===== config.mk =====
export PLATFORM = sky130hd
export DESIGN_NAME = regfile_scoreboard
export DESIGN_NICKNAME = d
export VERILOG_FILES = /design/src/rtl/regfile_scoreboard.sv
export SDC_FILE = /design/constraint.sdc
export NUM_CORES = 2
export LEC_CHECK = 0
export BUFFER_PORTS_ARGS = -buffer_cell sky130_fd_sc_hd__buf_2
export CORE_UTILIZATION = 45
export DETAILED_ROUTE_END_ITERATION = 12
export PLACE_DENSITY = 0.62
export SKIP_CTS_REPAIR_TIMING = 1
export SYNTH_ARGS = -nofsm -noshare
export SYNTH_HDL_FRONTEND = slang
export SYNTH_SLANG_ARGS = --single-unit

===== constraint.sdc =====
create_clock -name clk -period 9.6 [get_ports clk]
set_clock_uncertainty 0.05 [all_clocks]
set_input_delay 0.48 -clock clk [delete_from_list [all_inputs] [get_ports clk]]
set_output_delay 0.48 -clock clk [all_outputs]
set_load 0.01 [all_outputs]

===== src/rtl/regfile_scoreboard.sv =====
// -----------------------------------------------------------------------------
// regfile_scoreboard
//
// CPU register file with a busy scoreboard. Short registers (indices
// 0..NUM_SHORT-1, SHORT_WIDTH bits) and long registers (indices
// NUM_SHORT..NUM_SHORT+NUM_LONG-1, LONG_WIDTH bits) share one index space.
// Two combinational read ports, one synchronous write port, and a reserve
// handshake that marks a destination busy until its writeback.
//
// Ports:
//   clk, reset                  rising-edge clock, synchronous active-high reset
//   read_index_N                read port N address (N = 1, 2)
//   read_data_N                 read data, short registers zero-extended
//   read_busy_N                 busy flag of read_index_N
//   write_enable/index/data     write port; a write clears the target's busy bit
//   reserve_valid/index         request to mark reserve_index busy
//   reserve_ready               reservation accepted this cycle
//   busy_count                  registered popcount of the busy bits
//
// Optional feature macro: REGFILE_BYPASS_EN
//   When defined, a read whose index matches an in-range write in the same
//   cycle returns the value being written (and the post-edge busy state).
// -----------------------------------------------------------------------------
module regfile_scoreboard #(
    parameter int unsigned NUM_SHORT   = 28,
    parameter int unsigned SHORT_WIDTH = 16,
    parameter int unsigned NUM_LONG    = 4,
    parameter int unsigned LONG_WIDTH  = 24,
    parameter int unsigned IDX_W       = 5
) (
    input  logic                  clk,
    input  logic                  reset,
    input  logic [IDX_W-1:0]      read_index_1,
    output logic [LONG_WIDTH-1:0] read_data_1,
    output logic                  read_busy_1,
    input  logic [IDX_W-1:0]      read_index_2,
    output logic [LONG_WIDTH-1:0] read_data_2,
    output logic                  read_busy_2,
    input  logic                  write_enable,
    input  logic [IDX_W-1:0]      write_index,
    input  logic [LONG_WIDTH-1:0] write_data,
    input  logic                  reserve_valid,
    input  logic [IDX_W-1:0]      reserve_index,
    output logic                  reserve_ready,
    output logic [IDX_W:0]        busy_count
);

    localparam int unsigned NUM_REGS = NUM_SHORT + NUM_LONG;
    localparam logic [LONG_WIDTH-1:0] SHORT_MASK = LONG_WIDTH'({SHORT_WIDTH{1'b1}});

    logic [LONG_WIDTH-1:0] regs_q [NUM_REGS];
    logic [LONG_WIDTH-1:0] regs_d [NUM_REGS];
    logic [NUM_REGS-1:0]   busy_q, busy_d;
    logic [IDX_W:0]        busy_count_q, busy_count_d;

    logic [LONG_WIDTH-1:0] write_short;
    logic                  write_clears_busy;
    logic                  reserve_in_range;
    logic                  reserve_busy;

    assign write_short = write_data & SHORT_MASK;
    assign busy_count  = busy_count_q;

    // Reservation is judged against the pre-edge busy bit only.
    always_comb begin
        reserve_in_range = 1'b0;
        reserve_busy     = 1'b0;
        for (int unsigned i = 0; i < NUM_REGS; i++) begin
            if (reserve_index == IDX_W'(i)) begin
                reserve_in_range = 1'b1;
                reserve_busy     = busy_q[i];
            end
        end
        reserve_ready = reserve_valid && reserve_in_range && !reserve_busy;
    end

    // Next state. The reserve set is applied after the write clear so that
    // a same-index accepted reserve leaves the register busy. The two can
    // never both change the count for the same index: an accepted reserve
    // implies the bit was clear, so the write had nothing to clear.
    always_comb begin
        regs_d            = regs_q;
        busy_d            = busy_q;
        write_clears_busy = 1'b0;
        for (int unsigned i = 0; i < NUM_REGS; i++) begin
            if (write_enable && (write_index == IDX_W'(i))) begin
                regs_d[i]         = (i < NUM_SHORT) ? write_short : write_data;
                busy_d[i]         = 1'b0;
                write_clears_busy = busy_q[i];
            end
            if (reserve_ready && (reserve_index == IDX_W'(i))) begin
                busy_d[i] = 1'b1;
            end
        end
        busy_count_d = busy_count_q + {IDX_W'(0), reserve_ready}
                                    - {IDX_W'(0), write_clears_busy};
    end

    // Read port 1. Out-of-range indices match no entry and read 0 / not busy.
    always_comb begin
        read_data_1 = '0;
        read_busy_1 = 1'b0;
        for (int unsigned i = 0; i < NUM_REGS; i++) begin
            if (read_index_1 == IDX_W'(i)) begin
                read_data_1 = regs_q[i];
                read_busy_1 = busy_q[i];
`ifdef REGFILE_BYPASS_EN
                if (write_enable && (write_index == read_index_1)) begin
                    read_data_1 = regs_d[i];
                    read_busy_1 = busy_d[i];
                end
`endif
            end
        end
    end

    // Read port 2, identical to port 1.
    always_comb begin
        read_data_2 = '0;
        read_busy_2 = 1'b0;
        for (int unsigned i = 0; i < NUM_REGS; i++) begin
            if (read_index_2 == IDX_W'(i)) begin
                read_data_2 = regs_q[i];
                read_busy_2 = busy_q[i];
`ifdef REGFILE_BYPASS_EN
                if (write_enable && (write_index == read_index_2)) begin
                    read_data_2 = regs_d[i];
                    read_busy_2 = busy_d[i];
                end
`endif
            end
        end
    end

    always_ff @(posedge clk) begin
        if (reset) begin
            for (int unsigned i = 0; i < NUM_REGS; i++) begin
                regs_q[i] <= '0;
            end
            busy_q       <= '0;
            busy_count_q <= '0;
        end else begin
            regs_q       <= regs_d;
            busy_q       <= busy_d;
            busy_count_q <= busy_count_d;
        end
    end

endmodule

After elaboration in Yosys (flattened, before gate mapping). Cells that the tools add are included.

Add/subtract/negate cells: 2. Equal/unequal tests: 124. Muxes and demuxes: 288. Reductions and logical operators: 103.

Operators by type and width (count): $mux 24 (62); $eq 5x5->1 const B (64); $mux 1 (224); $eq 5x4->1 const B (32); $eq 5x3->1 const B (16); $logic_and 1x1->1 (66); $reduce_bool 2->1 (32); $eq 5x2->1 const B (8); $mux 16 (2); $eq 5x1->1 const B (4); $logic_not 5->1 (4); $add 6x1->6 (1); $sub 6x1->6 (1); $logic_not 1->1 (1).

Register bits: 582. Input bits: 48. Logic and storage cells: 582.

Depth between registers and ports, before layout.
Depth in word-level cells: 37. Mapped depth: 19. Gate-level depth less buffers: 17.

Worst setup path after synthesis. OpenSTA, ideal clock, no wires.

Path type: input to register. Start point: input write_index[2]. End point: register busy_count_q[4], in the netlist busy_count[4]. Library setup time: 0.128 ns. Arrival: 3.334 ns. Setup slack: 6.088 ns. Stages: 19. Cells stage by stage: clkbuf_1 -> nor4b_2 -> and2_1 -> buf_2 -> a22oi_1 -> nand3_1 -> o21ai_0 -> a22o_1 -> a41oi_1 -> ha_1 -> inv_1 -> ha_1 -> inv_1 -> fa_1 -> inv_1 -> a21o_1 -> a21oi_1 -> xor2_1 -> nor2_1.

Longest elaborated chain between the ends: 35. Elaborated cells between the ends (all ways): 97. Classes of those cells: add/sub (1); eq/ne (31); mux (32); reduce/logical (33).

RTL lines: from (decl) (RTL line 40) `input logic [IDX_W-1:0] write_index,`; $logic_not 5->1 (RTL line 86) `if (write_enable && (write_index == IDX_W'(i))) begin`; $logic_and 1x1->1 (RTL line 86); $mux 1 (31 in series) (RTL line 86); $mux 1 * (RTL line 86); $sub 6x1->6 * (RTL line 96) `- {IDX_W'(0), write_clears_busy};`; to (signal assigned) (RTL line 145) `busy_count_q <= busy_count_d;`; to (decl) (RTL line 54) `logic [IDX_W:0] busy_count_q, busy_count_d;`.

Every way passes the cells marked *; elsewhere a longest branch is shown, timed or not. A chain may end at the register's enable or synchronous reset.

Final worst setup path.
Start point: input read_index_2[1]. End point: output read_data_2[13].

Longest elaborated chain between the ends: 33. Elaborated cells between the ends (all ways): 64. Classes of those cells: eq/ne (31); mux (32); reduce/logical (1).

RTL lines: from (decl) (RTL line 36) `input logic [IDX_W-1:0] read_index_2,`; $logic_not 5->1 (RTL line 122) `if (read_index_2 == IDX_W'(i)) begin`; $mux 16 (RTL line 122); $mux 24 (30 in series) (RTL line 122); $mux 24 * (RTL line 122); to (decl) (RTL line 37) `output logic [LONG_WIDTH-1:0] read_data_2,`.

Marks and branches as above.

==> impl_metrics.json <==
{
  "status": "finished, violations left",
  "violations": "max-capacitance violations, max-slew violations",
  "grt_first_pass_wirelength_um": 276000,
  "drc": 0,
  "power.density_mw_per_mm2": 170,
  "dr.pass1.iters": 9,
  "synth_cell_types": 99,
  "synthesis.nets": 4660,
  "cts_inserted_buffers": 69,
  "worst_pin_slew_ns": 1.73,
  "grt_use_total_pct": 52.3,
  "slew_headroom_pct": -15.1,
  "rsz0062_at_grt": "false",
  "worstReg2RegEnd": "busy_count[5]$_SDFF_PP0_",
  "vias": 39135,
  "min_period_ns": 6.22,
  "overflow": 0,
  "synth-seq-cells": 582,
  "leakage_uw": 0.0121,
  "reg2regPathDepth": 15,
  "htreeDepth": 3,
  "post_drt_wl_per_cell_um": 36.5,
  "maxSlewViolCount": 10,
  "synth_area_mm2": 0.0329,
  "gp_congestion": 1.12,
  "dieArea_mm2": 0.0742,
  "min-delay-start": "write_data[19]",
  "antenna_found_initial": 11,
  "ant_nets": 0,
  "rows": 98,
  "drive_gt1_share_pct": 10.3,
  "arrival_ns": 5.69,
  "place_hpwl_um": 139000,
  "dp.cells": 5375,
  "core_area_mm2": 0.0720,
  "setup_viol": 0,
  "path_clk_slew_ns": 0.06,
  "reg2reg_slack_ns": 6.29,
  "cap_violations": 1,
  "synthFlopType": "dfxtp_1",
  "tritoncts": "yes",
  "syn_area_per_cell_um2": 7.15,
  "worstSetupStartpointType": "input pin",
  "yosys_warnings": 0,
  "yosysSeqAreaShare_pct": 35.4,
  "syn_to_final_growth_pct": 10.2,
  "critPathRequiredTime_ns": 9.07,
  "ys_top_cells_by_area": "dfxtp_1 (35%), nand2_1 (15%), a21oi_1 (12%), nor2_1 (3.0%), o21ai_0 (2.9%)",
  "cp-end-kind": "output pin",
  "hold_depth": 3,
  "hp-class": "input pin to register",
  "vias_per_cell": 7.11,
  "async_flop_share_pct": 0,
  "dieHeight_um": 272,
  "cts.sinks": 582,
  "worstReg2RegStart": "busy_q[4]$_SDFFE_PP0P_",
  "post-route-period-util_pct": 64.8,
  "min_to": "regs_q[19]$_SDFFE_PP0P_",
  "layout.cells.non_filler": 5505,
  "clockBufferDepth": 3,
  "fp.dieW_um": 272,
  "grt_pass1_vias": 34664,
  "hold_violations": 0,
  "netlist_instances": 4605,
  "grt_max_degree": 137,
  "io_buffers": 104,
  "synth_top_area_share_pct": 35.4,
  "fmax_ghz": 0.161,
  "netlist_top_cells_count": "nand2_1 (1,285), a21oi_1 (758), dfxtp_1 (582)",
  "fin_setup_tns_ns": 0,
  "clock_latency_ns": 0.65,
  "drt_wl_total_um": 201000,
  "drtIter0Drc": 8351,
  "path_class": "input pin to output pin",
  "synth_edf_count": 0,
  "fin_nets": 4551,
  "boundaryPins": 105,
  "worst_ir_drop_vdd_mv": 0.191,
  "cts_root_buf": "clkbuf_16",
  "synth.largest_area_cell": "dfxtp_1",
  "start_util_pct": 45.7,
  "cp_max_fo": 95,
  "yosysMostFrequentCell": "nand2_1"
}
state kept, by name, summed over array words and instances (netlist names):
signal	flops
regs_q	544
busy_count	6
busy_q	32
layer usage:
| metal | GRT usage (%) | wire length (um) |
|---|---|---|
| met4 | 28.6 | 13800 |
| met1 | 70.6 | 76900 |
| met5 | 0.385 | 101 |
| met2 | 70.2 | 77000 |
| met3 | 20.8 | 33100 |
worst max path at each step:
stage	cells after the start	end	startpoint
6_report	9	read_data_2[13]	read_index_2[1]
3_5_place_dp	9	read_data_2[13]	read_index_2[1]
5_1_grt	9	read_data_2[13]	read_index_2[1]
3_3_place_gp	9	read_data_2[13]	read_index_2[1]
2_1_floorplan	19	busy_count[4]$_SDFF_PP0_	write_index[2]
4_1_cts	9	read_data_2[13]	read_index_2[1]
critical path: stages:
cell       delay, ns
buf_6           0.54
buf_12          0.50
nand2b_1        0.91
nor2_1          0.49
a22oi_1         0.31
o2111ai_1       0.34
a221oi_1        1.42
o211ai_1        0.30
buf_2           0.25
metrics by stage:
stage	instance area, um^2	utilization, %	hold WS, ns	power (uW)	setup slack [ns]
2_1_floorplan	32900	-	0.386	2970	6.09
3_3_place_gp	33900	47.1	0.393	3330	3.95
3_5_place_dp	33900	47.1	0.399	3330	3.94
4_1_cts	36200	50.4	0.0467	6070	3.93
5_1_grt	36200	50.4	0.0659	6220	3.84
6_report	36300	50.4	0.0572	6150	3.38
where the power goes:
part / switching [uW] / leakage, uW / internal (uW)
logic: 653 / 0.00627 / 216
registers: 32.5 / 0.00469 / 2440
clock network: 1180 / 0.00115 / 1620
total: 1870 / 0.0121 / 4280
cells by family (layout without fill, tap and decap cells):
family                   after synthesis  in the layout  synth area share, %
buffers and inverters                435            377                 5.83
adder cells (fa/ha/maj)                7              7                0.289
multiplexers                         150            150                 5.27
AND/OR/NAND/NOR                     1896           1896                 24.6
XOR/XNOR                               7              7                0.186
other                                  0              8                    0
flip-flops                           582            582                 35.4
AO/OA/AOI/OAI                       1528           1528                 28.4
layout make-up:
| class | count | area, um^2 |
|---|---|---|
| fillers | 7141 | 35700 |
| repair buffers | 212 | 1420 |
| well taps | 950 | 1190 |
| clock buffers | 97 | 2020 |
| flip-flops and latches | 582 | 11700 |
| multi-input cells | 3588 | 19500 |
| diodes | 8 | 20.0 |
| inverters | 43 | 163 |
| clock inverters | 25 | 340 |
placed cells by master (no fill, tap or decap), drive strengths merged, types with 12 or more instances in the layout:
master / n
a222oi: 20
mux2i: 89
a21o: 13
nand3: 68
a22o: 13
a32oi: 20
dfxtp: 582
o22a: 12
buf: 212
nand3b: 30
a31oi: 27
o221ai: 31
a2bb2oi: 13
o211ai: 28
a22oi: 68
nand2b: 33
a221o: 22
mux2: 47
nor3: 54
o21ai: 200
nor2: 271
a211oi: 32
a221oi: 46
inv: 47
o22ai: 111
o2bb2ai: 16
mux4: 14
a21oi: 758
nand2: 1286
nor3b: 17
clkbuf: 97
nor2b: 43
Power figures use the tool's default switching activity.
